## config.mk

```make
export PLATFORM = sky130hd
export DESIGN_NAME = key_stream_reader
export DESIGN_NICKNAME = d
export VERILOG_FILES = /design/src/rtl/key_stream_reader.sv
export SDC_FILE = /design/constraint.sdc
export NUM_CORES = 1
export LEC_CHECK = 0
export BUFFER_PORTS_ARGS = -buffer_cell sky130_fd_sc_hd__buf_2
export CAP_MARGIN = 15
export CORE_MARGIN = 2
export CORE_UTILIZATION = 54
export CTS_CLUSTER_DIAMETER = 150
export DETAILED_ROUTE_END_ITERATION = 8
export PLACE_DENSITY = 0.8
export SYNTH_ARGS = -nofsm -noshare
export SYNTH_HDL_FRONTEND = slang
export SYNTH_SLANG_ARGS = --single-unit
```

## constraint.sdc

```tcl
create_clock -name clk -period 5.2 [get_ports clk]
set_input_delay 0.26 -clock clk [delete_from_list [all_inputs] [get_ports clk]]
set_output_delay 0.26 -clock clk [all_outputs]
set_load 0.01 [all_outputs]
```

## src/rtl/key_stream_reader.sv

```systemverilog
// Key readout: captures the stored key on request and streams it MSB-first as
// WORD_WIDTH words over valid/ready. Optional lock-after-first-read: KEY_READ_ONCE_EN.
module key_stream_reader #(
  parameter int unsigned KEY_LENGTH = 128,
  parameter int unsigned WORD_WIDTH = 32
) (
  input  logic                  clk,
  input  logic                  rst,
  input  logic [KEY_LENGTH-1:0] key_data_in,
  input  logic                  key_req,
  output logic [WORD_WIDTH-1:0] word_out,
  output logic                  word_valid,
  input  logic                  word_ready,
  output logic                  busy,
  output logic                  done,
  output logic                  key_err
);

  localparam int unsigned NUM_WORDS = KEY_LENGTH / WORD_WIDTH;
  localparam int unsigned CNT_W     = (NUM_WORDS > 1) ? $clog2(NUM_WORDS) : 1;

  generate
    if ((KEY_LENGTH % WORD_WIDTH) != 0) begin : g_bad_width
      $error("key_stream_reader: KEY_LENGTH must be a multiple of WORD_WIDTH");
    end
  endgenerate

  typedef enum logic [1:0] {IDLE, SEND, DONE} state_e;

  state_e                state_q, state_d;
  logic [KEY_LENGTH-1:0] shreg_q, shreg_d;
  logic [CNT_W-1:0]      cnt_q, cnt_d;
  logic [WORD_WIDTH-1:0] word_out_q, word_out_d;
  logic                  word_valid_q, word_valid_d;
  logic                  busy_q, busy_d;
  logic                  done_q, done_d;
  logic                  key_err_q, key_err_d;
  logic                  locked_c;
  logic                  enter_done_c;

`ifdef KEY_READ_ONCE_EN
  logic read_lock_q;

  // Sticky lock: set on the first completed readout, cleared only by reset.
  always_ff @(posedge clk or posedge rst) begin
    if (rst) begin
      read_lock_q <= 1'b0;
    end else if (enter_done_c) begin
      read_lock_q <= 1'b1;
    end
  end

  assign locked_c = read_lock_q;
`else
  assign locked_c = 1'b0;
`endif

  always_ff @(posedge clk or posedge rst) begin
    if (rst) begin
      state_q      <= IDLE;
      shreg_q      <= '0;
      cnt_q        <= '0;
      word_out_q   <= '0;
      word_valid_q <= 1'b0;
      busy_q       <= 1'b0;
      done_q       <= 1'b0;
      key_err_q    <= 1'b0;
    end else begin
      state_q      <= state_d;
      shreg_q      <= shreg_d;
      cnt_q        <= cnt_d;
      word_out_q   <= word_out_d;
      word_valid_q <= word_valid_d;
      busy_q       <= busy_d;
      done_q       <= done_d;
      key_err_q    <= key_err_d;
    end
  end

  // Next state plus next values of the registered outputs.
  always_comb begin
    state_d      = state_q;
    shreg_d      = shreg_q;
    cnt_d        = cnt_q;
    key_err_d    = 1'b0;
    enter_done_c = 1'b0;

    case (state_q)
      IDLE: begin
        if (key_req) begin
          if ((key_data_in == '0) || locked_c) begin
            key_err_d = 1'b1;
          end else begin
            shreg_d = key_data_in;
            cnt_d   = '0;
            state_d = SEND;
          end
        end
      end
      SEND: begin
        if (word_ready) begin
          shreg_d = shreg_q << WORD_WIDTH;
          if (cnt_q == CNT_W'(NUM_WORDS - 1)) begin
            cnt_d        = '0;
            state_d      = DONE;
            enter_done_c = 1'b1;
          end else begin
            cnt_d = cnt_q + CNT_W'(1);
          end
        end
      end
      DONE: begin
        state_d = IDLE;
      end
      default: begin
        state_d = IDLE;
      end
    endcase

    // The word bus is forced to zero outside SEND so no key bits linger.
    word_valid_d = (state_d == SEND);
    word_out_d   = (state_d == SEND) ? shreg_d[KEY_LENGTH-1 -: WORD_WIDTH] : '0;
    busy_d       = (state_d != IDLE);
    done_d       = (state_d == DONE);
  end

  assign word_out   = word_out_q;
  assign word_valid = word_valid_q;
  assign busy       = busy_q;
  assign done       = done_q;
  assign key_err    = key_err_q;

endmodule

```

==> impl_results.html <==
<table>
<tr><th>Metric</th><th>Value</th></tr>
<tr><th colspan="2">Routing</th></tr>
<tr><td>Final antenna-violating net count</td><td>0</td></tr>
<tr><td>Number of vias after detailed routing</td><td>6424</td></tr>
<tr><td>Router iterations before antenna repair</td><td>9</td></tr>
<tr><td>Vias per cell</td><td>6.56</td></tr>
<tr><td>Initial drt markers</td><td>1444</td></tr>
<tr><td>Detailed Route WL</td><td>20900 um</td></tr>
<tr><td>Number of remaining DRC errors</td><td>39</td></tr>
<tr><td>Per-cell routed wire length</td><td>21.4 um</td></tr>
<tr><th colspan="2">Global route</th></tr>
<tr><td>Aggregate global-route resource usage</td><td>0.296</td></tr>
<tr><td>Number of global-route vias before repair</td><td>6075</td></tr>
<tr><td>Aggregate global routing overflow</td><td>0</td></tr>
<tr><td>Global-route wire length before repair</td><td>32700 um</td></tr>
<tr><td>Largest net degree at the start of global routing</td><td>115</td></tr>
<tr><td>Antenna violations before repair</td><td>0</td></tr>
<tr><th colspan="2">Yosys</th></tr>
<tr><td>Share of the yosys chip area belonging to registers</td><td>0.577</td></tr>
<tr><td>Post-synth top flop</td><td>sky130_fd_sc_hd__dfrtp_1</td></tr>
<tr><td>Avg Inst Size Synth</td><td>11.1 um2</td></tr>
<tr><td>Netlist area before placement</td><td>7280 um2</td></tr>
<tr><td>Cells taking the most area after synthesis</td><td>sky130_fd_sc_hd__dfrtp_1 58%, sky130_fd_sc_hd__a222oi_1 11%, sky130_fd_sc_hd__inv_1 4.5%</td></tr>
<tr><td>Top cell type by total area after synthesis</td><td>sky130_fd_sc_hd__dfrtp_1</td></tr>
<tr><td>Distinct cell type count of the synthesized netlist</td><td>34</td></tr>
<tr><td>Number of flip-flops and latches in the synthesized netlist</td><td>168</td></tr>
<tr><td>Most used standard cell by instance count after synthesis</td><td>sky130_fd_sc_hd__dfrtp_1</td></tr>
<tr><td>Post-Syn Nets</td><td>790</td></tr>
<tr><td>Leading post-synthesis cells by instance count</td><td>168 x sky130_fd_sc_hd__dfrtp_1, 87 x sky130_fd_sc_hd__inv_1, 83 x sky130_fd_sc_hd__a222oi_1, 49 x sky130_fd_sc_hd__nand2_1</td></tr>
<tr><td>Number of synthesized flops with an enable pin</td><td>0</td></tr>
<tr><td>Yosys warns</td><td>0</td></tr>
<tr><td>Post-synth ARST share</td><td>1.00</td></tr>
<tr><td>Top cell type's share of synthesized area</td><td>0.577</td></tr>
<tr><td>Number of instances in the synthesized netlist</td><td>657</td></tr>
<tr><th colspan="2">Power</th></tr>
<tr><td>Leakage dissipation</td><td>4.54 nW</td></tr>
<tr><td>Peak supply drop</td><td>0.000265 V</td></tr>
<tr><td>Power Density</td><td>576 nW/um2</td></tr>
<tr><th colspan="2">STA</th></tr>
<tr><td>Post-route clock skew</td><td>7.20 ps</td></tr>
<tr><td>Final max-slew violation count</td><td>0</td></tr>
<tr><td>Share of the clock period used by the worst path after layout</td><td>0.719</td></tr>
<tr><td>Final count of hold timing violations</td><td>0</td></tr>
<tr><td>Final sum of negative setup slack</td><td>0 ps</td></tr>
<tr><td>Worst slew pin tran</td><td>1210 ps</td></tr>
<tr><td>RSZ-0062 raised after global routing</td><td>false</td></tr>
<tr><td>Headroom to the max-slew limit</td><td>0.193</td></tr>
<tr><td>Peak Freq</td><td>267 MHz</td></tr>
<tr><td>Final setup vio count</td><td>0</td></tr>
<tr><td>Shortest period the worst path allows</td><td>3740 ps</td></tr>
<tr><th colspan="2">Setup path</th></tr>
<tr><td>Cell family with most CP delay</td><td>flip-flops</td></tr>
<tr><td>Delay of the slowest cell on the worst path</td><td>1140 ps</td></tr>
<tr><td>Critical-path top delay cell</td><td>sky130_fd_sc_hd__dfrtp_1</td></tr>
<tr><td>Cells along the critical path</td><td>and2b_1 &gt; and2_2 &gt; buf_4 &gt; nor2_1 &gt; a31o_4 &gt; a222oi_1 &gt; inv_1</td></tr>
<tr><td>Crit Path Class</td><td>reg2reg</td></tr>
<tr><td>Worst-path maximum fanout</td><td>100</td></tr>
<tr><td>Required time at the endpoint of the critical path</td><td>5490 ps</td></tr>
<tr><td>Register-to-register setup slack</td><td>1460 ps</td></tr>
<tr><td>Buffering stage count on the worst path with inverters included</td><td>2</td></tr>
<tr><td>Critical path endpoint category</td><td>flip-flop</td></tr>
<tr><td>Crit path launch type</td><td>flip-flop</td></tr>
<tr><td>Data arrival, critical path</td><td>4030 ps</td></tr>
<tr><th colspan="2">Finish</th></tr>
<tr><td>Proportion of layout cells with a drive suffix above 1</td><td>0.265</td></tr>
<tr><td>Area growth from synthesis to layout</td><td>20.0%</td></tr>
<tr><td>Number of filler cells placed in the layout</td><td>1026</td></tr>
<tr><td>Number of non-filler instances in the completed layout</td><td>980</td></tr>
<tr><td>Antenna diode count</td><td>0</td></tr>
<tr><td>Final Net Count</td><td>925</td></tr>
<tr><th colspan="2">CTS</th></tr>
<tr><td>Total number of clock tree sinks</td><td>168</td></tr>
<tr><td>Count of cells resized by post-cts repair</td><td>0</td></tr>
<tr><td>Hold buffer count at cts</td><td>0</td></tr>
<tr><td>Cell chosen for the clock root</td><td>sky130_fd_sc_hd__clkbuf_16</td></tr>
<tr><td>Worst-Skew Late Latency</td><td>430 ps</td></tr>
<tr><td>CTS tree</td><td>built</td></tr>
<tr><td>Clock transition at the registers of the reported paths</td><td>60 ps</td></tr>
<tr><td>Maximum clock path buffer count</td><td>2</td></tr>
<tr><td>H-tree depth reported by CTS</td><td>4</td></tr>
<tr><td>Cts bufs inserted</td><td>17</td></tr>
<tr><td>Setup bufs post-CTS</td><td>0</td></tr>
<tr><th colspan="2">Floorplan</th></tr>
<tr><td>Horizontal extent of the die</td><td>120 um</td></tr>
<tr><td>Io pins</td><td>168</td></tr>
<tr><td>Number of rows in the core area</td><td>42</td></tr>
<tr><td>Placeable core region</td><td>13200 um2</td></tr>
<tr><td>Area of the die</td><td>14400 um2</td></tr>
<tr><td>DIE HEIGHT</td><td>120 um</td></tr>
<tr><td>Starting Density</td><td>0.552</td></tr>
<tr><th colspan="2">Placed design</th></tr>
<tr><td>Count of buffers from port buffering</td><td>167</td></tr>
<tr><td>Placed wire-length estimate</td><td>14400 um</td></tr>
<tr><td>Routability-driven placement congestion ratio</td><td>0.872</td></tr>
<tr><td>Total instance count after detailed placement</td><td>949</td></tr>
<tr><th colspan="2">Status</th></tr>
<tr><td>Violations in the final reports</td><td>DRC</td></tr>
<tr><td>Outcome</td><td>complete, but fails checks</td></tr>
<tr><th colspan="2">Worst hold path</th></tr>
<tr><td>Worst min-delay path class</td><td>in2async</td></tr>
<tr><th colspan="2">Job</th></tr>
<tr><td>Max-cap violations</td><td>0</td></tr>
</table>
==> metal layers <==
metal  global-route usage  share of wire
met5                    0              0
met3               0.0618           0.11
met4                0.116          0.032
met2                0.449           0.46
met1                0.421           0.40
==> cells in the final DEF (no fill, tap or decap), drive strengths merged, types with 3 or more instances in the layout <==
master / n
a21oi: 24
a222oi: 83
a22o: 32
buf: 171
bufinv: 3
clkbuf: 24
dfrtp: 168
inv: 88
nand2: 49
nand3: 19
nand3b: 15
nand4: 8
nor2: 9
nor2b: 3
nor4: 34
o211a: 11
o21ai: 28
o221a: 11
o22ai: 6
==> area by class of cell <==
type | instances | area, um2 | area share
clock inverter | 7 | 116 | 0.0133
inverter | 87 | 332 | 0.0379
tap | 176 | 220 | 0.0252
multi-input combinational | 347 | 2520 | 0.288
sequential | 168 | 4200 | 0.481
timing repair buffer | 171 | 866 | 0.0991
clock buffer | 24 | 482 | 0.0551
==> metrics by stage <==
step / area [um2] / power [W] / hold slack, ps / setup slack, ps / utilization
3_5_place_dp: 8140 / 0.00373 / 480 / 1660 / 0.617
5_1_grt: 8740 / 0.00531 / 65.2 / 1280 / 0.663
6_report: 8740 / 0.00504 / 56.9 / 1460 / 0.663
3_3_place_gp: 8140 / 0.00362 / 466 / 1770 / 0.617
2_1_floorplan: 7280 / 0.00322 / 381 / 393 / -
4_1_cts: 8740 / 0.00501 / 51.5 / 1590 / 0.663
==> logic make-up (layout without fill, tap and decap cells) <==
group / after synthesis / in the layout / share of synthesized area
buffers and inverters: 142 / 289 / 0.0790
AOI/OAI and AO/OA: 203 / 203 / 0.237
and+or+nand+nor: 143 / 143 / 0.105
adders and majority gates: 1 / 1 / 0.00172
DFF: 168 / 168 / 0.577
==> sequential cells by signal, summed over array words and instances (netlist names) <==
| signal | count |
|---|---|
| busy | 1 |
| cnt_q | 2 |
| done | 1 |
| key_err | 1 |
| shreg_q | 128 |
| state_q | 2 |
| word_out | 32 |
| word_valid | 1 |
==> path summary, 6_finish.rpt <==
check | start | endpoint | cells after the start
setup / recovery | state_q[0] | shreg_q[37] | 7
hold / removal | rst | shreg_q[33] | 2
setup reg to reg | state_q[0] | shreg_q[37] | 7
hold reg to reg | shreg_q[19] | shreg_q[51] | 2
max in group asynchronous | rst | shreg_q[34] | 3
min in group clk | key_data_in[34] | shreg_q[34] | 3
==> worst register-to-register path: stages, from the launching register on <==
cell and delay (ps):
sky130_fd_sc_hd__dfrtp_1 1140, sky130_fd_sc_hd__and2b_1 370, sky130_fd_sc_hd__and2_2 170, sky130_fd_sc_hd__buf_4 550
sky130_fd_sc_hd__nor2_1 120, sky130_fd_sc_hd__a31o_4 530, sky130_fd_sc_hd__a222oi_1 630, sky130_fd_sc_hd__inv_1 100
==> report_power, final <==
group          internal (W)  leakage (nW)  switching (W)
Sequential          0.00183          2.15       0.000375
Combinational      0.000665          2.10       0.000893
Clock              0.000791         0.291       0.000484
Note: power is estimated with default switching activity, not from simulation.
